==> config.mk <==
export PLATFORM = sky130hd
export DESIGN_NAME = booth_mult_seq
export DESIGN_NICKNAME = d
export VERILOG_FILES = /design/src/rtl/booth_mult_seq.sv
export SDC_FILE = /design/constraint.sdc
export NUM_CORES = 1
export LEC_CHECK = 0
export CAP_MARGIN = 0
export CORE_MARGIN = 5
export CORE_UTILIZATION = 55
export DETAILED_ROUTE_END_ITERATION = 7
export PLACE_DENSITY = 0.76
export SLEW_MARGIN = 0
export SYNTH_ARGS = -nofsm -noshare
export SYNTH_HDL_FRONTEND = slang
export SYNTH_SLANG_ARGS = --single-unit
==> constraint.sdc <==
create_clock -name clk -period 10.9 [get_ports clk]
set_input_delay 1.09 -clock clk [delete_from_list [all_inputs] [get_ports clk]]
set_output_delay 1.09 -clock clk [all_outputs]
set_load 0.03 [all_outputs]
==> src/rtl/booth_mult_seq.sv <==
// Sequential radix-2 Booth signed multiplier, one Booth step per clock.
// Accepts a/b on start while idle and produces a 2*WIDTH-bit product as hi/lo.
// hi/lo hold the previous product until the next completion, so a downstream
// select mux can keep reading it while a new multiply is running.
module booth_mult_seq #(
    parameter int WIDTH = 32
) (
    input  logic             clk,
    input  logic             reset,
    input  logic             start,
    input  logic [WIDTH-1:0] a,
    input  logic [WIDTH-1:0] b,
    output logic             busy,
    output logic             done,
    output logic [WIDTH-1:0] hi,
    output logic [WIDTH-1:0] lo
);

    localparam int CNT_W = $clog2(WIDTH + 1);

    typedef enum logic {
        IDLE = 1'b0,
        RUN  = 1'b1
    } state_t;

    state_t state;
    state_t state_next;

    // The accumulator and multiplicand carry one extra bit so that A - M
    // cannot overflow when a is the most-negative value.
    logic signed [WIDTH:0] m;
    logic signed [WIDTH:0] acc;
    logic [WIDTH-1:0]      q;
    logic                  q_1;
    logic [CNT_W-1:0]      count;

    logic                  accept;
    logic                  last_step;
    logic signed [WIDTH:0] sum;
    logic signed [WIDTH:0] acc_shift;
    logic [WIDTH-1:0]      q_shift;

    // Booth recoding of the current multiplier bit pair {Q[0], Q_-1}.
    function automatic logic signed [WIDTH:0] booth_add(
        input logic signed [WIDTH:0] acc_in,
        input logic signed [WIDTH:0] m_in,
        input logic [1:0]            pair
    );
        case (pair)
            2'b01:   return acc_in + m_in;
            2'b10:   return acc_in - m_in;
            default: return acc_in;
        endcase
    endfunction

    // State register.
    always_ff @(posedge clk or negedge reset) begin
        if (!reset) begin
            state <= IDLE;
        end else begin
            state <= state_next;
        end
    end

    // Next-state logic: start is only honoured while idle.
    always_comb begin
        state_next = state;
        case (state)
            IDLE:    if (start) state_next = RUN;
            RUN:     if (last_step) state_next = IDLE;
            default: state_next = IDLE;
        endcase
    end

    // FSM outputs and step qualifiers.
    always_comb begin
        busy      = (state == RUN);
        accept    = (state == IDLE) && start;
        last_step = (state == RUN) && (count == CNT_W'(WIDTH - 1));
    end

    // One Booth step: conditional add/subtract, then arithmetic right shift of {A,Q,Q_-1}.
    always_comb begin
        sum       = booth_add(acc, m, {q[0], q_1});
        acc_shift = {sum[WIDTH], sum[WIDTH:1]};
        q_shift   = {sum[0], q[WIDTH-1:1]};
    end

    // Datapath registers: load on accept, step while running, publish on the last step.
    always_ff @(posedge clk or negedge reset) begin
        if (!reset) begin
            m     <= '0;
            acc   <= '0;
            q     <= '0;
            q_1   <= 1'b0;
            count <= '0;
            done  <= 1'b0;
            hi    <= '0;
            lo    <= '0;
        end else begin
            done <= 1'b0;
            if (accept) begin
                m     <= {a[WIDTH-1], a};
                acc   <= '0;
                q     <= b;
                q_1   <= 1'b0;
                count <= '0;
            end else if (state == RUN) begin
                acc   <= acc_shift;
                q     <= q_shift;
                q_1   <= q[0];
                count <= count + CNT_W'(1);
                if (last_step) begin
                    hi   <= acc_shift[WIDTH-1:0];
                    lo   <= q_shift;
                    done <= 1'b1;
                end
            end
        end
    end

endmodule

-- Word-level counts from Yosys, hierarchy flattened
Cells that the tools add are included.
- output and inout bits: 66
- logic and storage cells: 36
- register bits: 170
- reduce and logical (&&, ||, !) cells: 4
- bitwise operators: 2
- equality and inequality tests: 3
- add/sub/neg operators: 3
- muxes and demuxes: 15
- operators by type and width (kind ; count):
    33-bit two-way mux ; 2
    33-bit case mux with 2 select lines ; 1
    32-bit two-way mux ; 2
    33-bit by 32-bit adder with 33-bit output ; 1
    33-bit by 32-bit subtractor with 33-bit output ; 1
    6-bit two-way mux ; 2
    1-bit two-way mux ; 7
    6-bit by 1-bit adder with 6-bit output (second input constant) ; 1
    6-bit by 5-bit equality test with 1-bit output (second input constant) ; 1
    3-bit AND reduction ; 1
    2-bit by 1-bit equality test with 1-bit output (second input constant) ; 1
    2-bit equality test (second input constant) ; 1
    1-bit logical AND ; 2
    1-bit inverter ; 2
    1-bit case mux with 2 select lines ; 1
    2-bit nonzero test ; 1

-- Longest topological paths before layout
Gate-level depths: netlist of the first run.
- word-level depth: 5
- depth in mapped cells: 19

-- Worst setup path before layout of the first run
OpenSTA, ideal clock, no wires.
- path type: register to register
- start point: reg m[7]
- end point: reg hi[29]
- cell stages (with the launch flop): 18
- setup time: 0.125 ns
- arrival time: 4.032 ns
- period minus slack after synthesis: 4.157 ns
- path slack: 6.743 ns
- cell sequence: dfrtp_1 -> or4_4 -> or3_4 -> nor3_4 -> nand2_1 -> nor4_4 -> a21oi_1 -> xnor2_1 -> ha_1 -> a21oi_1 -> inv_1 -> a21oi_1 -> nand2_1 -> or4_1 -> a31oi_1 -> xor2_1 -> o21ai_1 -> mux2_2
- word-level cells in the longest chain between the ends: 2
- elaborated cells on any way between the ends: 3
- those cells by class: add/sub (2); mux (1)
- ends and longest elaborated chain (what ; RTL line ; RTL):
    from (decl) ; 31 ; logic signed [WIDTH:0] m;
    from (signal assigned) ; 103 ; m <= {a[WIDTH-1], a};
    33-bit by 32-bit subtractor with 33-bit output or 33-bit by 32-bit adder with 33-bit output (tied branches) ; 51, 50 ;
    33-bit case mux with 2 select lines (*) ; 49 ; case (pair)
    to (signal assigned) ; 114 ; hi <= acc_shift[WIDTH-1:0];
    to (decl) ; 15 ; output logic [WIDTH-1:0] hi,
Mark *: on every way between the ends. The rest lies on a longest branch, timed or not.
A chain may end at the register's enable or synchronous reset.

-- Worst setup path in the final report of the first run
Ends and elaborated chain as after synthesis.

==> results of run 1 <==
==> worst max path at each step <==
stage                                start  slack, ns  cells after the start             endpoint
after floorplan           m[7]$_DFFE_PN0P_       6.74                     17   hi[29]$_DFFE_PN0P_
after global placement    m[7]$_DFFE_PN0P_       6.51                     17   hi[29]$_DFFE_PN0P_
after detailed placement  m[7]$_DFFE_PN0P_       6.41                     17  acc[31]$_DFFE_PN0P_
after CTS                 m[7]$_DFFE_PN0P_       6.36                     17  acc[31]$_DFFE_PN0P_
after global routing      m[7]$_DFFE_PN0P_       5.94                     17   hi[29]$_DFFE_PN0P_
final                     m[7]$_DFFE_PN0P_       6.35                     17   hi[29]$_DFFE_PN0P_
==> registers in the layout, indices dropped and copies added, names as in the netlist <==
register  count
acc          32
count         6
m            32
done          1
busy          1
lo           32
hi           32
q            32
q_1           1
==> final cells by class <==
class	instances	area [µm²]	area share, %
timing repair buffer	142	1390	12.0
sequential	169	4230	36.6
clock inverter	14	186	1.61
clock buffer	18	439	3.80
tap	225	282	2.44
inverter	21	78.8	0.682
multi-input combinational	855	4950	42.8
==> layer usage <==
layer,track usage [%],part of all wire (%),wire length (µm)
met1,34.1,48,10900
met3,3.93,6.2,1420
met5,0,0,0
met2,37.0,44,10200
met4,6.88,2.0,448
==> cell usage after synthesis (all sizes together), types with 7 or more instances <==
library cell and n:
nand2 344, dfrtp 169, o21ai 92, a21oi 56, nor2 49, clkbuf 48
xnor2 40, mux2i 38, ha 35, inv 20, nor3 20, xor2 18
a22o 15, a31oi 13, nand3 13, a21o 11, buf 10, nand2b 10
a211oi 8, and3 7, o21a 7
==> logic make-up (layout without fill, tap and decap cells) <==
logic type | after synthesis | after routing
AOI/OAI and AO/OA | 238 | 238
buffers and inverters | 79 | 195
muxes | 44 | 44
and+or+nand+nor | 479 | 479
xor gates and xnor gates | 58 | 58
adders and majority gates | 36 | 36
DFF | 169 | 169
==> through the flow <==
stage	hold WS, ns	worst slack [ns]	cells
global placement	0.456	6.51	1412
global route	0.489	5.94	1444
finish	0.473	6.35	1444
detailed placement	0.461	6.41	1412
floorplan	0.453	6.74	1103
CTS	0.479	6.36	1444
==> worst max-delay path: cells and delay by family, from the launching register on <==
kind | cells | cell delay [ns]
compound gates | 5 | 0.82
xor+xnor | 2 | 0.31
fa+ha+maj | 1 | 0.37
buf+inv | 1 | 0.06
flops | 1 | 0.43
mux | 1 | 0.28
simple gates | 7 | 2.15
==> impl_metrics.tcl, run 1 <==
set metrics [dict create \
    viasPerCell 5.60 \
    initial_core_util_pct 55.3 \
    worstPathArrival_ns 4.87 \
    yosys.area.top_type_share_pct 44.7 \
    maxCapViolCount 0 \
    min_path_type "reg2reg" \
    yosysWarnings 0 \
    drt-wirelength-per-cell_um 15.9 \
    drt-initial-drc-count 618 \
    design_area_mm2 0.0116 \
    wirelength_um 22900 \
    cts.clk_slew.worst_paths_ns 0.07 \
    synth_area_mm2 0.00946 \
    critPathKind "reg2reg" \
    cp.required_ns 11.22 \
    drive_gt1_share_pct 5.99 \
    status "finished clean" \
    maxSlewHeadroom_pct 30.9 \
    area_delta_synth_final_pct 22.1 \
    finish.utilization_pct 67.5 \
    grt_usage_pct 23.6 \
    period_share_pct 41.7 \
    layout_commonest_cell "nand2_1" \
    ys_ff_latch 169 \
    cpMostUsedCell "a21oi_1" \
    min-delay-start "lo[2]$_DFFE_PN0P_" \
    report.final.setup_viol 0 \
    clkLatencyLatePin_ns 0.44 \
    drv_slew 0 \
    synthXorXnorAreaFrac_pct 5.37 \
    fp.coreArea_mm2 0.0171 \
    ctsResizeCount 0 \
    synthFlopType "dfrtp_1" \
    nets 1309 \
    cts.sinks 169 \
    reg2reg_setup_slack_ns 6.35 \
    die_h_um 141 \
    ys_top_cells_by_area "dfrtp_1 45%, nand2_1 14%, ha_1 4.6%" \
    cts_setup_buffers 0 \
    synthMuxAreaShare_pct 4.73 \
    rsz0062_at_grt "false" \
    skew_ns 0.0167 \
    die_w_um 141 \
    cts_inserted_buffers 17 \
    grt_pass1_wl_um 38300 \
    hpwl_um 16000 \
    fmax_ghz 0.220 \
    rows 48 \
    numPortBuffers 132 \
    synth-edff-count 0 \
    layout_min_cycle_time_ns 4.55 \
    synth_cell_types 65 \
    dpl_cell_area_mm2 0.0109 \
    worstRegToRegCells 17 \
    place.gp.congestion 0.929 \
    clk_path_buf_depth 2 \
    critPathMaxFanout 6 \
    slowest_stage "or4_4" \
    antenna_found_initial 0 \
    drtAntennaViolNets 0 \
    ys_seq_area_share_pct 44.7 \
    worst_hold_path.num_cells 2 \
    layout_common_cells "344 x nand2_1, 168 x dfrtp_1, 130 x clkdlybuf4s50_1" \
    async_flop_share_pct 100 \
    postSynthCellCount 1103 \
    vias 8092 \
    fillers 1450 \
    synth_top_family_by_area "simple AND/OR/NAND/NOR gates" \
    synth_nets 1206 \
    cts-htree-levels 4 \
    crit_chain "or4_4 > or3_4 > nor3_4 > nand2_1 > nor4_4 > a21oi_1 > xnor2_1 > ha_1 > a21oi_1 > inv_1 > a21oi_1 > nand2_1 > or4_1 > a31oi_1 > xor2_1 > o21ai_1 > mux2_2" \
    grt_pass1_vias 7798 \
    root_buffer "clkbuf_16" \
    ctsHoldBuffers 0 \
    grt_overflow 0 \
    crit_path_start_kind "flop" \
    yosys.area.top_type "dfrtp_1" \
    drcViolationCount 0 \
    min_to "lo[2]$_DFFE_PN0P_" \
    synthAdderAreaFrac_pct 4.84 \
    synth_simple_gate_area_share_pct 21.7 \
    dieArea_mm2 0.0199 \
    max_stage_delay_ns 0.55 \
    crit_path_end_kind "flop" \
    syn_area_per_cell_um2 8.58 \
    cts_tree "done" \
    grt_max_degree 90 \
    synth_compound_area_share_pct 15.5 \
    ios 133 \
    max_slew.worst_pin.slew_ns 1.04 \
    fin_tns_setup_ns 0 \
    drt-pass1-iter-count 4 \
    r2r_end "hi[29]$_DFFE_PN0P_" \
    antenna_cells 0 \
    hold_viol_final 0 \
    r2r_start "m[7]$_DFFE_PN0P_" \
]
Power of run 1 is not shown: default switching activity piles up to over one toggle a cycle in this logic, so the estimate is an artifact.
==> run 2: changes to the inputs <==
==> constraint.sdc (replaced) <==
create_clock -name clk -period 4.7 [get_ports clk]
set_input_delay 0.47 -clock clk [delete_from_list [all_inputs] [get_ports clk]]
set_output_delay 0.47 -clock clk [all_outputs]
set_load 0.03 [all_outputs]
==> impl_metrics.tcl, run 2 (synthesis gave the netlist of run 1 again) <==
set metrics [dict create \
    status "finished clean" \
    layout_min_cycle_time_ns 4.43 \
    drt-wirelength-per-cell_um 15.9 \
    drt-pass1-iter-count 6 \
    fillers 1445 \
    grt_max_degree 98 \
    area_delta_synth_final_pct 21.8 \
    r2r_end "hi[29]$_DFFE_PN0P_" \
    antenna_cells 0 \
    ios 133 \
    crit_path_end_kind "flop" \
    clk_path_buf_depth 2 \
    wirelength_um 22900 \
    rows 48 \
    fin_tns_setup_ns 0 \
    numPortBuffers 132 \
    drt-met1-wl_um 10800 \
    cp.required_ns 5.02 \
    cts_tree "done" \
    worstRegToRegCells 17 \
    drv_slew 0 \
    critPathKind "reg2reg" \
    maxCapViolCount 0 \
    cts-htree-levels 4 \
    wl_met2_um 10100 \
    met3_length_um 1630 \
    report.final.setup_viol 0 \
    cts.sinks 169 \
    top_layer "met4" \
    layout_commonest_cell "nand2_1" \
    drcViolationCount 0 \
    hold_viol_final 0 \
    r2r_start "m[7]$_DFFE_PN0P_" \
    cts_inserted_buffers 17 \
    vias 8046 \
    critPathMaxFanout 6 \
    layout_common_cells "343 x nand2_1, 168 x dfrtp_1, 130 x clkdlybuf4s50_1" \
    ctsHoldBuffers 0 \
    clkLatencyLatePin_ns 0.43 \
    die_h_um 141 \
    period_share_pct 94.3 \
    maxSlewHeadroom_pct 19.8 \
    hpwl_um 16000 \
    drt-initial-drc-count 545 \
    root_buffer "clkbuf_16" \
    max_slew.worst_pin.slew_ns 1.20 \
    grt_usage_pct 23.4 \
    dieArea_mm2 0.0199 \
    worstPathArrival_ns 4.75 \
    grt_pass1_wl_um 38200 \
    grt_overflow 0 \
    nets 1309 \
    drtAntennaViolNets 0 \
    grt_pass1_vias 7795 \
    rsz0062_at_grt "false" \
    fp.coreArea_mm2 0.0171 \
    antenna_found_initial 0 \
    initial_core_util_pct 55.3 \
    cts.clk_slew.worst_paths_ns 0.07 \
    skew_ns 0.00904 \
    place.gp.congestion 0.903 \
    reg2reg_setup_slack_ns 0.27 \
    viasPerCell 5.57 \
    die_w_um 141 \
    crit_path_start_kind "flop" \
    fmax_ghz 0.226 \
    drive_gt1_share_pct 6.15 \
    min_path_type "in2async" \
]
[run 2: cell count changes in the layout (fill, tap and decap cells not counted)]
| cell | change |
|---|---|
| bufinv_16 | -2 |
| nand2_2 | +1 |
| o21ai_4 | +1 |
| clkbuf_8 | -1 |
| clkinv_2 | -1 |
| inv_8 | -1 |
| clkinv_4 | -3 |
| o21ai_1 | -1 |
| clkinvlp_4 | +3 |
| inv_6 | +4 |
| nand2_1 | -1 |
| clkinv_8 | +1 |
[run 2: worst max-delay path, stage by stage, from the launching register on]
cell and delay (ns):
dfrtp_1 0.44, or4_4 0.54, or3_4 0.38, nor3_4 0.27, nand2_2 0.12, nor4_4 0.23
a21oi_1 0.13, xnor2_1 0.14, ha_1 0.35, a21oi_1 0.24, inv_1 0.07, a21oi_1 0.20
nand2_1 0.06, or4_1 0.40, a31oi_1 0.22, xor2_1 0.16, o21ai_1 0.09, mux2_2 0.28
[run 2: timing repair]
action	in CTS	in global routing
setup endpoints to repair	0	3
buffers inserted	0	1
resized for setup	0	3
[run 2: cell type report]
| type | count | area (µm²) | area share, % |
|---|---|---|---|
| inverters | 21 | 78.8 | 0.684 |
| repair buffers | 142 | 1390 | 12.1 |
| clock buffers | 17 | 425 | 3.69 |
| clock inverters | 15 | 158 | 1.37 |
| flip-flops and latches | 169 | 4230 | 36.7 |
| well taps | 225 | 282 | 2.44 |
| multi-input cells | 855 | 4960 | 43.0 |
[run 2: metrics by stage]
stage	std cells	cell area [µm²]	worst slack (ns)	hold WS (ns)	utilization [%]
floorplan	1103	9460	0.543	0.174	-
global route	1444	11500	0.0213	0.209	67.4
detailed placement	1411	10900	0.235	0.462	63.8
global placement	1411	10900	0.303	0.456	63.8
CTS	1443	11500	0.187	0.161	67.2
finish	1444	11500	0.267	0.108	67.4
[run 2: worst max path at each step]
stage,startpoint,to,slack [ns]
floorplan,m[7]$_DFFE_PN0P_,hi[29]$_DFFE_PN0P_,0.54
global placement,m[7]$_DFFE_PN0P_,hi[29]$_DFFE_PN0P_,0.30
detailed placement,m[7]$_DFFE_PN0P_,acc[31]$_DFFE_PN0P_,0.24
CTS,m[7]$_DFFE_PN0P_,hi[29]$_DFFE_PN0P_,0.19
global route,m[7]$_DFFE_PN0P_,hi[29]$_DFFE_PN0P_,0.02
finish,m[7]$_DFFE_PN0P_,hi[29]$_DFFE_PN0P_,0.27
[run 2: metal layers]
layer	global-route usage, %	vias to the layer above
met5	0	-
met4	7.39	0
met2	36.5	307
li1	-	3970
met1	33.8	3733
met3	3.63	36
Power of run 2 is left out for the same reason.
==> run 3: changes to the inputs <==
--- a/config.mk
+++ b/config.mk
@@ -10,7 +10,7 @@
 export CORE_UTILIZATION = 55
 export DETAILED_ROUTE_END_ITERATION = 7
 export PLACE_DENSITY = 0.76
-export SLEW_MARGIN = 0
+export SLEW_MARGIN = 20
 export SYNTH_ARGS = -nofsm -noshare
 export SYNTH_HDL_FRONTEND = slang
 export SYNTH_SLANG_ARGS = --single-unit
==> impl_metrics.tcl, run 3 (synthesis gave the netlist of run 1 again) <==
set metrics [dict create \
    wirelength_um 22800 \
    cp_top_family "simple AND/OR/NAND/NOR gates" \
    place.gp.congestion 0.903 \
    crit_path_end_kind "flop" \
    skew_ns 0.00897 \
    cp.depth 15 \
    rows 48 \
    hpwl_um 15900 \
    numPortBuffers 132 \
    drt-wirelength-per-cell_um 15.8 \
    drt-pass1-iter-count 5 \
    status "finished clean" \
    grt_usage_pct 23.3 \
    crit_path_start_kind "flop" \
    slowest_stage "or4_4" \
    maxCapViolCount 0 \
    max_slew.worst_pin.slew_ns 1.07 \
    cts.clk_slew.worst_paths_ns 0.07 \
    cts-htree-levels 4 \
    r2r_end "hi[29]$_DFFE_PN0P_" \
    min_path_type "in2async" \
    grt_overflow 0 \
    period_share_pct 93.9 \
    cts.sinks 169 \
    setup_ws_ns 0.288 \
    die_w_um 141 \
    cts_inserted_buffers 17 \
    critPathMaxFanout 8 \
    layout_min_cycle_time_ns 4.41 \
    layout_common_cells "343 x nand2_1, 168 x dfrtp_1, 130 x clkdlybuf4s50_1" \
    vias 8064 \
    worstPathArrival_ns 4.73 \
    fmax_ghz 0.227 \
    report.final.setup_viol 0 \
    grt_pass1_wl_um 38200 \
    cts_setup_buffers 0 \
    nets 1308 \
    drtAntennaViolNets 0 \
    crit_chain "or4_4 > or3_4 > nor3_4 > a21oi_1 > xnor2_1 > ha_1 > a21oi_2 > nand2_1 > o21ai_0 > a21boi_0 > or4_1 > a31oi_1 > xor2_1 > o21ai_1 > mux2_2" \
    fin_tns_setup_ns 0 \
    worstRegToRegCells 15 \
    r2r_start "m[7]$_DFFE_PN0P_" \
    cts_tree "done" \
    root_buffer "clkbuf_16" \
    critPathKind "reg2reg" \
    initial_core_util_pct 55.3 \
    drcViolationCount 0 \
    ctsHoldBuffers 0 \
    drv_slew 0 \
    cp-endpoint "hi[29]$_DFFE_PN0P_" \
    die_h_um 141 \
    grt_pass1_vias 7675 \
    fp.coreArea_mm2 0.0171 \
    antenna_cells 0 \
    crit_buf_inv 0 \
    hold_viol_final 0 \
    pre_cts_slack_ns 0.236 \
    clkLatencyLatePin_ns 0.43 \
    viasPerCell 5.59 \
    reg2reg_setup_slack_ns 0.29 \
    area_delta_synth_final_pct 22.1 \
    critPathLaunch "m[7]$_DFFE_PN0P_" \
    antenna_found_initial 0 \
    clk_path_buf_depth 2 \
    ctsResizeCount 0 \
    max_stage_delay_ns 0.54 \
    dieArea_mm2 0.0199 \
    drive_gt1_share_pct 6.24 \
    layout_commonest_cell "nand2_1" \
    ios 133 \
    grt_max_degree 98 \
    cp.required_ns 5.01 \
    maxSlewHeadroom_pct 28.3 \
    drt-initial-drc-count 522 \
    rsz0062_at_grt "false" \
]
-- run 3: layout make-up --
class,instances,area [µm²]
timing repair buffer,141,1390
tap,225,282
sequential,169,4230
inverter,21,78.8
fill,1415,5560
clock buffer,17,425
multi-input combinational,855,4960
clock inverter,15,191
-- run 3: metrics by stage --
stage	hold WS [ns]	util, %	cells	area (µm²)
after global routing	0.215	67.5	1443	11600
after global placement	0.456	63.8	1411	10900
final	0.107	67.5	1443	11600
after CTS	0.162	67.4	1443	11500
after detailed placement	0.462	63.8	1411	10900
after floorplan	0.174	-	1103	9460
-- run 3: how the worst min path moves through the flow --
stage | startpoint | to | slack, ns | cells after the start
after detailed placement | hi[5]$_DFFE_PN0P_ | hi[5]$_DFFE_PN0P_ | 0.46 | 2
after global placement | lo[10]$_DFFE_PN0P_ | lo[10]$_DFFE_PN0P_ | 0.46 | 2
final | reset | lo[2]$_DFFE_PN0P_ | 0.11 | 1
after floorplan | reset | acc[0]$_DFFE_PN0P_ | 0.17 | 0
after CTS | reset | lo[2]$_DFFE_PN0P_ | 0.16 | 1
after global routing | reset | q[2]$_DFFE_PN0P_ | 0.22 | 1
-- run 3: per-layer routing --
metal	wire, µm	GRT usage, %	part of all wire, %
met1	10800	34.0	48
met2	9930	36.0	44
met3	1550	3.97	6.8
met4	458	6.94	2.0
met5	0	0	0
Power of run 3 is left out for the same reason.
